--- src/rtl/sdram_host_pkg.sv ---
// Shared types for the SDRAM host port: FSM states, the queued write request, default widths.
// Combinational definitions only; no logic and no flow control of its own.
package sdram_host_pkg;

  localparam int DEF_ADDR_W = 22;
  localparam int DEF_DATA_W = 16;

  typedef enum logic [2:0] {
    ST_IDLE,
    ST_WR_ISSUE,
    ST_WR_WAIT,
    ST_RD_ISSUE,
    ST_RD_WAIT
  } host_state_t;

  typedef struct packed {
    logic [DEF_ADDR_W-1:0] addr;
    logic [DEF_DATA_W-1:0] data;
  } wreq_t;

endpackage

--- src/rtl/sync_fifo.sv ---
// Single-clock FIFO with a registered first-word-fall-through head; a new entry becomes visible one cycle after its push.
// Push is ignored when full unless a pop happens in the same cycle; pop is ignored while the head is empty.
module sync_fifo #(
  parameter int WIDTH = 8,
  parameter int DEPTH = 4
) (
  input  logic             clk,
  input  logic             rst_n,
  input  logic             i_push,
  input  logic [WIDTH-1:0] i_push_dat,
  input  logic             i_pop,
  output logic [WIDTH-1:0] o_head_dat,
  output logic             o_full,
  output logic             o_empty
);

  localparam int PW = (DEPTH > 1) ? $clog2(DEPTH) : 1;
  localparam int CW = $clog2(DEPTH + 1);

  logic [WIDTH-1:0] r_mem [DEPTH];
  logic [PW-1:0]    r_wptr;
  logic [PW-1:0]    r_rptr;
  logic [CW-1:0]    r_mem_cnt;
  logic [CW-1:0]    r_total;
  logic [WIDTH-1:0] r_head;
  logic             r_head_vld;
  logic             r_full;

  logic             w_push;
  logic             w_pop;
  logic             w_load;
  logic [CW-1:0]    w_total_nxt;

  assign w_push      = i_push && (!r_full || i_pop);
  assign w_pop       = i_pop && r_head_vld;
  // Refill the head from storage whenever it is empty or being consumed.
  assign w_load      = (r_mem_cnt != '0) && (!r_head_vld || w_pop);
  assign w_total_nxt = r_total + CW'(w_push) - CW'(w_pop);

  assign o_head_dat = r_head;
  assign o_full     = r_full;
  assign o_empty    = !r_head_vld;

  always_ff @(posedge clk) begin
    if (w_push) begin
      r_mem[r_wptr] <= i_push_dat;
    end
  end

  always_ff @(posedge clk) begin
    if (!rst_n) begin
      r_wptr     <= '0;
      r_rptr     <= '0;
      r_mem_cnt  <= '0;
      r_total    <= '0;
      r_head     <= '0;
      r_head_vld <= 1'b0;
      r_full     <= 1'b0;
    end else begin
      r_mem_cnt <= r_mem_cnt + CW'(w_push) - CW'(w_load);
      r_total   <= w_total_nxt;
      r_full    <= (w_total_nxt == CW'(DEPTH));
      if (w_push) begin
        r_wptr <= r_wptr + PW'(1);
      end
      if (w_load) begin
        r_head     <= r_mem[r_rptr];
        r_rptr     <= r_rptr + PW'(1);
        r_head_vld <= 1'b1;
      end else if (w_pop) begin
        r_head_vld <= 1'b0;
      end
    end
  end

endmodule

--- src/rtl/sdram_host_port.sv ---
// Arbitrates queued writes and blocking reads onto the SDRAM controller; read issue 1 cycle after r_req, r_valid 1 cycle after rd_ready.
// Writers are stalled by w_ready when the FIFO is full; nothing leaves IDLE while the controller is busy.
module sdram_host_port
  import sdram_host_pkg::*;
#(
  parameter int ADDR_W      = DEF_ADDR_W,
  parameter int DATA_W      = DEF_DATA_W,
  parameter int WFIFO_DEPTH = 4,
  parameter int TIMEOUT     = 64
) (
  input  logic              clk,
  input  logic              rst_n,
  input  logic              w_valid,
  input  logic [ADDR_W-1:0] w_addr,
  input  logic [DATA_W-1:0] w_data,
  output logic              w_ready,
  input  logic              r_req,
  input  logic [ADDR_W-1:0] r_addr,
  output logic [DATA_W-1:0] r_data,
  output logic              r_valid,
  output logic              r_err,
  output logic [ADDR_W-1:0] wr_addr,
  output logic [DATA_W-1:0] wr_data,
  output logic              wr_enable,
  output logic [ADDR_W-1:0] rd_addr,
  output logic              rd_enable,
  input  logic [DATA_W-1:0] rd_data,
  input  logic              rd_ready,
  input  logic              busy,
  output logic [7:0]        wr_timeouts
);

  localparam int TW = $clog2(TIMEOUT + 1);
  localparam logic [TW-1:0] TMO_LAST = TW'(TIMEOUT - 1);

  host_state_t r_state;
  host_state_t w_state_nxt;
  logic [TW-1:0] r_tmo;
  logic          r_busy_seen;

  wreq_t w_push_req;
  wreq_t w_head;
  logic  w_full;
  logic  w_empty;
  logic  w_fifo_push;
  logic  w_tmo_hit;
  logic  w_in_wait;
  logic  w_issue_wr;
  logic  w_issue_rd;
  logic  w_wait_entry;
  logic  w_rd_done;
  logic  w_rd_tmo;
  logic  w_wr_tmo;

  assign w_push_req  = '{addr: w_addr, data: w_data};
  assign w_ready     = !w_full;
  assign w_fifo_push = w_valid && w_ready;
  assign w_tmo_hit   = (r_tmo == TMO_LAST);
  assign w_in_wait   = (r_state == ST_WR_WAIT) || (r_state == ST_RD_WAIT);

  sync_fifo #(
    .WIDTH ($bits(wreq_t)),
    .DEPTH (WFIFO_DEPTH)
  ) u_wfifo (
    .clk        (clk),
    .rst_n      (rst_n),
    .i_push     (w_fifo_push),
    .i_push_dat (w_push_req),
    .i_pop      (w_issue_wr),
    .o_head_dat (w_head),
    .o_full     (w_full),
    .o_empty    (w_empty)
  );

  always_ff @(posedge clk) begin
    if (!rst_n) begin
      r_state <= ST_IDLE;
    end else begin
      r_state <= w_state_nxt;
    end
  end

  always_comb begin
    w_state_nxt  = r_state;
    w_issue_wr   = 1'b0;
    w_issue_rd   = 1'b0;
    w_wait_entry = 1'b0;
    w_rd_done    = 1'b0;
    w_rd_tmo     = 1'b0;
    w_wr_tmo     = 1'b0;
    case (r_state)
      ST_IDLE: begin
        // A full FIFO outranks a waiting read so writers cannot starve.
        if (!busy) begin
          if (w_full && !w_empty) begin
            w_issue_wr  = 1'b1;
            w_state_nxt = ST_WR_ISSUE;
          end else if (r_req) begin
            w_issue_rd  = 1'b1;
            w_state_nxt = ST_RD_ISSUE;
          end else if (!w_empty) begin
            w_issue_wr  = 1'b1;
            w_state_nxt = ST_WR_ISSUE;
          end
        end
      end
      ST_WR_ISSUE: begin
        w_wait_entry = 1'b1;
        w_state_nxt  = ST_WR_WAIT;
      end
      ST_WR_WAIT: begin
        if (r_busy_seen && !busy) begin
          w_state_nxt = ST_IDLE;
        end else if (w_tmo_hit) begin
          // Busy that never rose counts as a completed write, not an abort.
          w_wr_tmo    = r_busy_seen || busy;
          w_state_nxt = ST_IDLE;
        end
      end
      ST_RD_ISSUE: begin
        w_wait_entry = 1'b1;
        w_state_nxt  = ST_RD_WAIT;
      end
      ST_RD_WAIT: begin
        if (rd_ready) begin
          w_rd_done   = 1'b1;
          w_state_nxt = ST_IDLE;
        end else if (w_tmo_hit) begin
          w_rd_tmo    = 1'b1;
          w_state_nxt = ST_IDLE;
        end
      end
      default: w_state_nxt = ST_IDLE;
    endcase
  end

  always_ff @(posedge clk) begin
    if (!rst_n) begin
      wr_enable   <= 1'b0;
      rd_enable   <= 1'b0;
      r_valid     <= 1'b0;
      r_err       <= 1'b0;
      wr_addr     <= '0;
      wr_data     <= '0;
      rd_addr     <= '0;
      r_data      <= '0;
      wr_timeouts <= '0;
      r_tmo       <= '0;
      r_busy_seen <= 1'b0;
    end else begin
      wr_enable <= w_issue_wr;
      rd_enable <= w_issue_rd;
      r_valid   <= w_rd_done || w_rd_tmo;
      r_err     <= w_rd_tmo;
      if (w_issue_wr) begin
        wr_addr <= w_head.addr;
        wr_data <= w_head.data;
      end
      if (w_issue_rd) begin
        rd_addr <= r_addr;
      end
      if (w_rd_done) begin
        r_data <= rd_data;
      end else if (w_rd_tmo) begin
        r_data <= '0;
      end
      if (w_wait_entry) begin
        r_tmo       <= '0;
        r_busy_seen <= 1'b0;
      end else if (w_in_wait) begin
        r_tmo <= r_tmo + TW'(1);
        if (r_state == ST_WR_WAIT && busy) begin
          r_busy_seen <= 1'b1;
        end
      end
      if (w_wr_tmo && wr_timeouts != 8'hFF) begin
        wr_timeouts <= wr_timeouts + 8'd1;
      end
    end
  end

endmodule

--- config.mk ---
export PLATFORM = sky130hd
export DESIGN_NAME = sdram_host_port
export DESIGN_NICKNAME = d
export VERILOG_FILES = /design/src/rtl/sdram_host_pkg.sv /design/src/rtl/sync_fifo.sv /design/src/rtl/sdram_host_port.sv
export SDC_FILE = /design/constraint.sdc
export NUM_CORES = 1
export LEC_CHECK = 0
export BUFFER_PORTS_ARGS = -buffer_cell sky130_fd_sc_hd__buf_2
export CORE_MARGIN = 1.5
export CORE_UTILIZATION = 40
export CTS_CLUSTER_DIAMETER = 80
export DETAILED_ROUTE_END_ITERATION = 6
export GPL_ROUTABILITY_DRIVEN = 0
export MAX_ROUTING_LAYER = met4
export PLACE_DENSITY = 0.71
export SLEW_MARGIN = 25
export SYNTH_ARGS = -nofsm -noshare
export SYNTH_HDL_FRONTEND = slang
export SYNTH_SLANG_ARGS = --single-unit
--- constraint.sdc ---
create_clock -name clk -period 3.55 [get_ports clk]
set_input_delay 0.5325 -clock clk [delete_from_list [all_inputs] [get_ports clk]]
set_output_delay 0.5325 -clock clk [all_outputs]
set_load 0.05 [all_outputs]
### Word-level counts from Yosys, hierarchy flattened

Memory sizes are Yosys's and may differ from the RTL's. A register that Yosys moved wholly into a read port is not among the register bits.
Cells that the tools add are included.

| word-level totals | value |
|---|---|
| register bits | 111 |
| memory bits (writable) | 152 |
| input port bits | 82 |
| output and inout port bits | 89 |
| memories | 1 |

Memories:

| memory | words | bits a word | read ports | clocked after memory_dff | write ports | line | RTL |
|---|---|---|---|---|---|---|---|
| u_wfifo.r_mem | 4 | 38 | 1 | 1 | 1 | sync_fifo.sv:20 | `logic [WIDTH-1:0] r_mem [DEPTH];` |

| cells by class | value |
|---|---|
| add/subtract/negate cells | 8 |
| eq/ne operators | 9 |
| muxes and demuxes | 32 |
| bitwise gates (word level) | 1 |
| reduce and logical (&&, ||, !) cells | 25 |

Operator list:

| cell | count |
|---|---|
| 16-bit 2-to-1 mux | 2 |
| 1-bit 2-to-1 mux | 22 |
| 3-bit 2-to-1 mux | 7 |
| 3-bit one-hot mux with 5 select lines | 1 |
| 8-bit by 1-bit adder with 8-bit output, second input constant | 1 |
| 1-bit logical AND | 8 |
| 8-bit != test, second input constant | 1 |
| 7-bit by 1-bit adder with 7-bit output, second input constant | 1 |
| 7-bit by 6-bit equality test with 1-bit output, second input constant | 1 |
| 3-bit by 1-bit adder with 3-bit output | 2 |
| 3-bit by 2-bit equality test with 1-bit output, second input constant | 2 |
| 3-bit equality test, second input constant | 2 |
| 3-bit by 1-bit subtractor with 3-bit output | 2 |
| 1-bit logical OR | 5 |
| 2-bit by 1-bit adder with 2-bit output, second input constant | 2 |
| 1-bit logical NOT | 4 |
| 4-bit by 3-bit != test with 1-bit output, second input constant | 1 |
| 2-bit AND reduction | 2 |
| 2-bit nonzero test | 2 |
| 2-bit OR reduction | 2 |
| 3-bit by 1-bit equality test with 1-bit output, second input constant | 1 |
| 3-bit logical NOT | 1 |
| 3-bit nonzero test | 1 |
| 2-bit != test, second input constant | 1 |
| 1-bit inverter | 1 |

### Depth between registers and ports, before layout

| logic depth | value |
|---|---|
| depth in word-level cells | 10 |
| depth in mapped cells | 14 |
| depth with buffers taken out | 11 |

### Modules after synthesis

A second synthesis with hierarchy kept.

| unflattened totals | value |
|---|---|
| cells, all modules | 754 |
| area total of the unflattened synthesis | 10994.3 µm² |

By module, submodules not included:

| module | instances | cells an instance | area each (µm²) | seq. area each (µm²) |
|---|---|---|---|---|
| sync_fifo | 1 | 355 | 7308.3 | 5565.3 |
| sdram_host_port | 1 | 399 | 3686.0 | 1981.9 |

### Worst setup path after synthesis

Ideal clock, no wire load.

| path | value |
|---|---|
| kind | input-to-reg |
| from | input port busy |
| to | register u_wfifo.r_mem_cnt[2] |
| arrival time | 2.815 ns |
| required time | 3.422 ns |
| path slack | 0.608 ns |
| stages | 13 |
| path through | or4_1 a221o_1 buf_2 buf_2 inv_1 ha_1 inv_1 ha_1 inv_1 fa_1 xor2_1 xnor2_1 nor2_1 |

| on the way | value |
|---|---|
| cells in the longest elaborated chain, start to end | 6 |
| elaborated cells between the ends (all ways) | 9 |
| those cells by class | 2 x add/sub; 2 x mux; 5 x reduce/logical |

RTL lines:

| what | line | RTL |
|---|---|---|
| start, declared | sdram_host_port.sv:29 | `input logic busy,` |
| 1-bit 2-to-1 mux | sdram_host_port.sv:94 | `if (!busy) begin` |
| 1-bit 2-to-1 mux | sdram_host_port.sv:91 | `case (r_state)` |
| 1-bit logical AND | sync_fifo.sv:35 | `assign w_pop = i_pop && r_head_vld;` |
| 1-bit logical OR | sync_fifo.sv:37 | `assign w_load = (r_mem_cnt != '0) && (!r_head_vld \|\| w_pop);` |
| 1-bit logical AND | sync_fifo.sv:37 |  |
| net u_wfifo.w_load | sync_fifo.sv:31 | `logic w_load;` |
| 3-bit by 1-bit subtractor with 3-bit output | sync_fifo.sv:60 | `r_mem_cnt <= r_mem_cnt + CW'(w_push) - CW'(w_load);` |
| end signal, assigned | sync_fifo.sv:60 |  |
| end, declared | sync_fifo.sv:23 | `logic [CW-1:0] r_mem_cnt;` |

The timed path passes the listed nets, and every way through them passes these cells.
A chain may end at the register's enable or synchronous reset.

### Worst setup path in the final report

| path | value |
|---|---|
| from | register r_state[0] |
| to | register u_wfifo.r_mem_cnt[2] |

| on the way | value |
|---|---|
| cells in the longest elaborated chain, start to end | 6 |
| elaborated cells between the ends (all ways) | 9 |
| those cells by class | 2 x add/sub; 1 x mux; 6 x reduce/logical |

RTL lines:

| what | line | RTL |
|---|---|---|
| start, declared | sdram_host_port.sv:36 | `host_state_t r_state;` |
| start signal, assigned | sdram_host_port.sv:79 | `r_state <= w_state_nxt;` |
| 3-bit logical NOT | sdram_host_port.sv:91 |  |
| 1-bit 2-to-1 mux | sdram_host_port.sv:91 |  |
| 1-bit logical AND | sync_fifo.sv:35 |  |
| 1-bit logical OR | sync_fifo.sv:37 |  |
| 1-bit logical AND | sync_fifo.sv:37 |  |
| net u_wfifo.w_load | sync_fifo.sv:31 |  |
| 3-bit by 1-bit subtractor with 3-bit output | sync_fifo.sv:60 |  |

The timed path passes the listed nets, and every way through them passes these cells.

==> metrics.cfg <==
[logic_synthesis]
post-synth-top-count-cell = edfxtp_1
synthFlopType = edfxtp_1
syn_area_um2 = 10970
async_reset_ff_share_pct = 0
synth_area_leader_cell = edfxtp_1
ys_seq_area_share_pct = 68.80
synth_top_area_share_pct = 41.61
ys_top_cells_by_count = edfxtp_1, dfxtp_1, nand2_1, a21oi_1, nor2_1
synth_edf_count = 152
synthCells = 808
synth_area_per_cell_um2 = 13.58
synth_cell_type_count = 46
syn_nets = 902
synth_seq_cells = 301
synth_area_leaders = edfxtp_1, dfxtp_1, mux4_2, nand2_1, mux2i_1
ys_warn_count = 0

[clocking]
numCtsBuffers = 34
postCtsHoldBufs = 0
clockBufferDepth = 3
clk_pin_slew_ps = 60
cts.repair.resized = 0
root_buffer = clkbuf_16
htreeDepth = 2
clock_sinks = 301
cts_tree = built
worstSkewPairLatency_ps = 510
post-cts-setup-buffers = 0

[worst_hold_path]
min_to = u_wfifo.r_mem[2][19]
hold_path.class = in2reg
hp-start = w_addr[3]
min_path_cells = 1

[setup_path]
reg2reg_from = r_state[0]
critPathKind = reg2reg
crit_required_ps = 3910
endpoint_kind = flop
cp_max_fo = 14
r2r-end = u_wfifo.r_mem_cnt[2]
r2r_cells = 11
worstSetupStartpointType = flop
r2r_slack_ps = 750
crit_arrival_ps = 3160

[placed_design]
io_buffers = 170
dpl.hpwl_um = 13550

[global_route]
grt_pass1_wl_um = 35180
grt_max_degree = 47
antenna_found_initial = 2
overflow = 0
track_usage_pct = 16.19
grt_pass1_vias = 6597

[die]
die_h_um = 168.6
die_area_um2 = 28430
io_pins = 171
die_w_um = 168.6
core_um2 = 26950
initial_utilization_pct = 40.71
rows = 60

[layout]
final_core_util_pct = 49.62
nets = 1076
syn_to_final_growth_pct = 21.91
drive_gt1_share_pct = 28.17

[power_and_ir_drop]
ir_drop_uv = 438.5
power.leakage_nw = 5.163
p_sw_mw = 2.589
p_clk_share_pct = 36.8
total_power_mw = 9.816
p_sw_share_pct = 26.38
p_comb_share_pct = 17.5
pwr-share-seq_pct = 45.7
p_per_area_nw_per_um2 = 733.9
internal_power_mw = 7.226

[timing]
skew_ps = 26.09
fin_crit_sh_pct = 78.96
hold-worst-slack_ps = 240.5
finalMaxSlewViolations = 0
worst_pin_slew_ps = 982.1
finalSetupTns_ps = 0
rsz0062_at_grt = no
min_period_ps = 2803
fmax_ghz = 0.3568
slew_headroom_pct = 34.49
finalHoldViolCount = 0
setup-violations-final = 0

[detailed_routing]
vias = 6750
ant_nets = 0
totalWireLength_um = 22330
dr.pass1.iters = 4
vias_per_cell = 4.996
drt_iter0_markers = 440
route.detailed.drc = 0
avgRoutedWirePerCell_um = 16.53

[flow_run]
drv_cap = 0

[status]
outcome = finished clean

## critical path, stage by stage, from the launching register on
cell and delay [ps]:
dfxtp_1 430, or4_1 570, a221o_2 420, inv_1 60, ha_1 220, inv_1 60, ha_1 130, inv_1 50
fa_1 370, xor2_1 170, xnor2_1 140, nor2_1 50
## registers in the layout, indices dropped and copies added (netlist names)
register	count
u_wfifo.o_head_dat	38
r_err	1
wr_timeouts	8
r_state	3
u_wfifo.r_wptr	2
u_wfifo.r_mem_cnt	3
u_wfifo.r_rptr	2
rd_addr	22
rd_enable	1
u_wfifo.r_total	3
wr_enable	1
wr_data	16
r_busy_seen	1
u_wfifo.o_full	1
r_tmo	7
r_data	16
wr_addr	22
u_wfifo.r_mem	152
u_wfifo.r_head_vld	1
r_valid	1
## how the worst max path moves through the flow
stage / startpoint / to / slack, ps / cells after the start
CTS: r_state[0] / u_wfifo.r_mem_cnt[2] / 730 / 11
global placement: busy / u_wfifo.r_mem_cnt[2] / 690 / 12
global route: r_state[0] / u_wfifo.r_mem_cnt[2] / 580 / 11
detailed placement: busy / u_wfifo.r_mem_cnt[2] / 660 / 12
floorplan: busy / u_wfifo.r_mem_cnt[2] / 610 / 13
finish: r_state[0] / u_wfifo.r_mem_cnt[2] / 750 / 11
## cells by family (layout without fill, tap and decap cells)
logic type / count (synthesis) / after routing / share of synthesized area, %
simple gates: 239 / 239 / 9.432
flops: 301 / 301 / 68.80
buf+inv: 62 / 262 / 2.235
mux: 77 / 77 / 11.36
compound gates: 104 / 104 / 5.634
fa+ha+maj: 12 / 12 / 1.505
other cells: 0 / 2 / 0
xor+xnor: 13 / 13 / 1.038
## final cells by class
| type | count | area (um2) |
|---|---|---|
| fill | 2341 | 13580 |
| sequential | 301 | 7555 |
| multi-input combinational | 445 | 3189 |
| clock buffer | 49 | 999.7 |
| timing repair buffer | 182 | 940.9 |
| tap | 341 | 426.7 |
| clock inverter | 13 | 187.7 |
| inverter | 18 | 70.07 |
| antenna | 2 | 5.005 |
## placed cells by master (no fill, tap or decap), drive strengths merged, types with 5 or more instances in the layout
master	synthesis	routed
a21oi	70	70
dfxtp	149	149
buf	14	182
and2	9	9
ha	10	10
o21ai	5	5
edfxtp	152	152
clkbuf	30	49
mux2i	39	39
mux4	38	38
clkinv	0	8
xnor2	12	12
nor2	60	60
a22o	16	16
nand3	6	6
nand2	130	130
inv	18	18
## per-layer routing
metal / up-vias / GRT usage [%] / part of all wire (%)
li1: 3263 / - / -
met1: 3242 / 20.16 / 44
met2: 205 / 26.77 / 47
met3: 40 / 3.531 / 7.2
met4: 0 / 4.542 / 2.3
met5: - / - / 0
## stage by stage
| stage | cells | instance area, um2 | worst slack [ps] |
|---|---|---|---|
| after floorplan | 808 | 10970 | 607.6 |
| after global placement | 1287 | 12180 | 694.5 |
| after detailed placement | 1287 | 12180 | 659.5 |
| after CTS | 1349 | 13370 | 731.0 |
| after global routing | 1351 | 13370 | 581.5 |
| final | 1351 | 13370 | 747.1 |
## power groups by stage
stage               Clock, mW  Sequential (mW)  Combinational, mW
floorplan                   0             4.50               1.35
global placement            0             4.55               1.71
detailed placement          0             4.57               1.75
CTS                      3.70             4.50               1.75
global route             3.85             4.56               1.89
finish                   3.61             4.49               1.72
No activity file was read; power rests on OpenSTA's default activity.
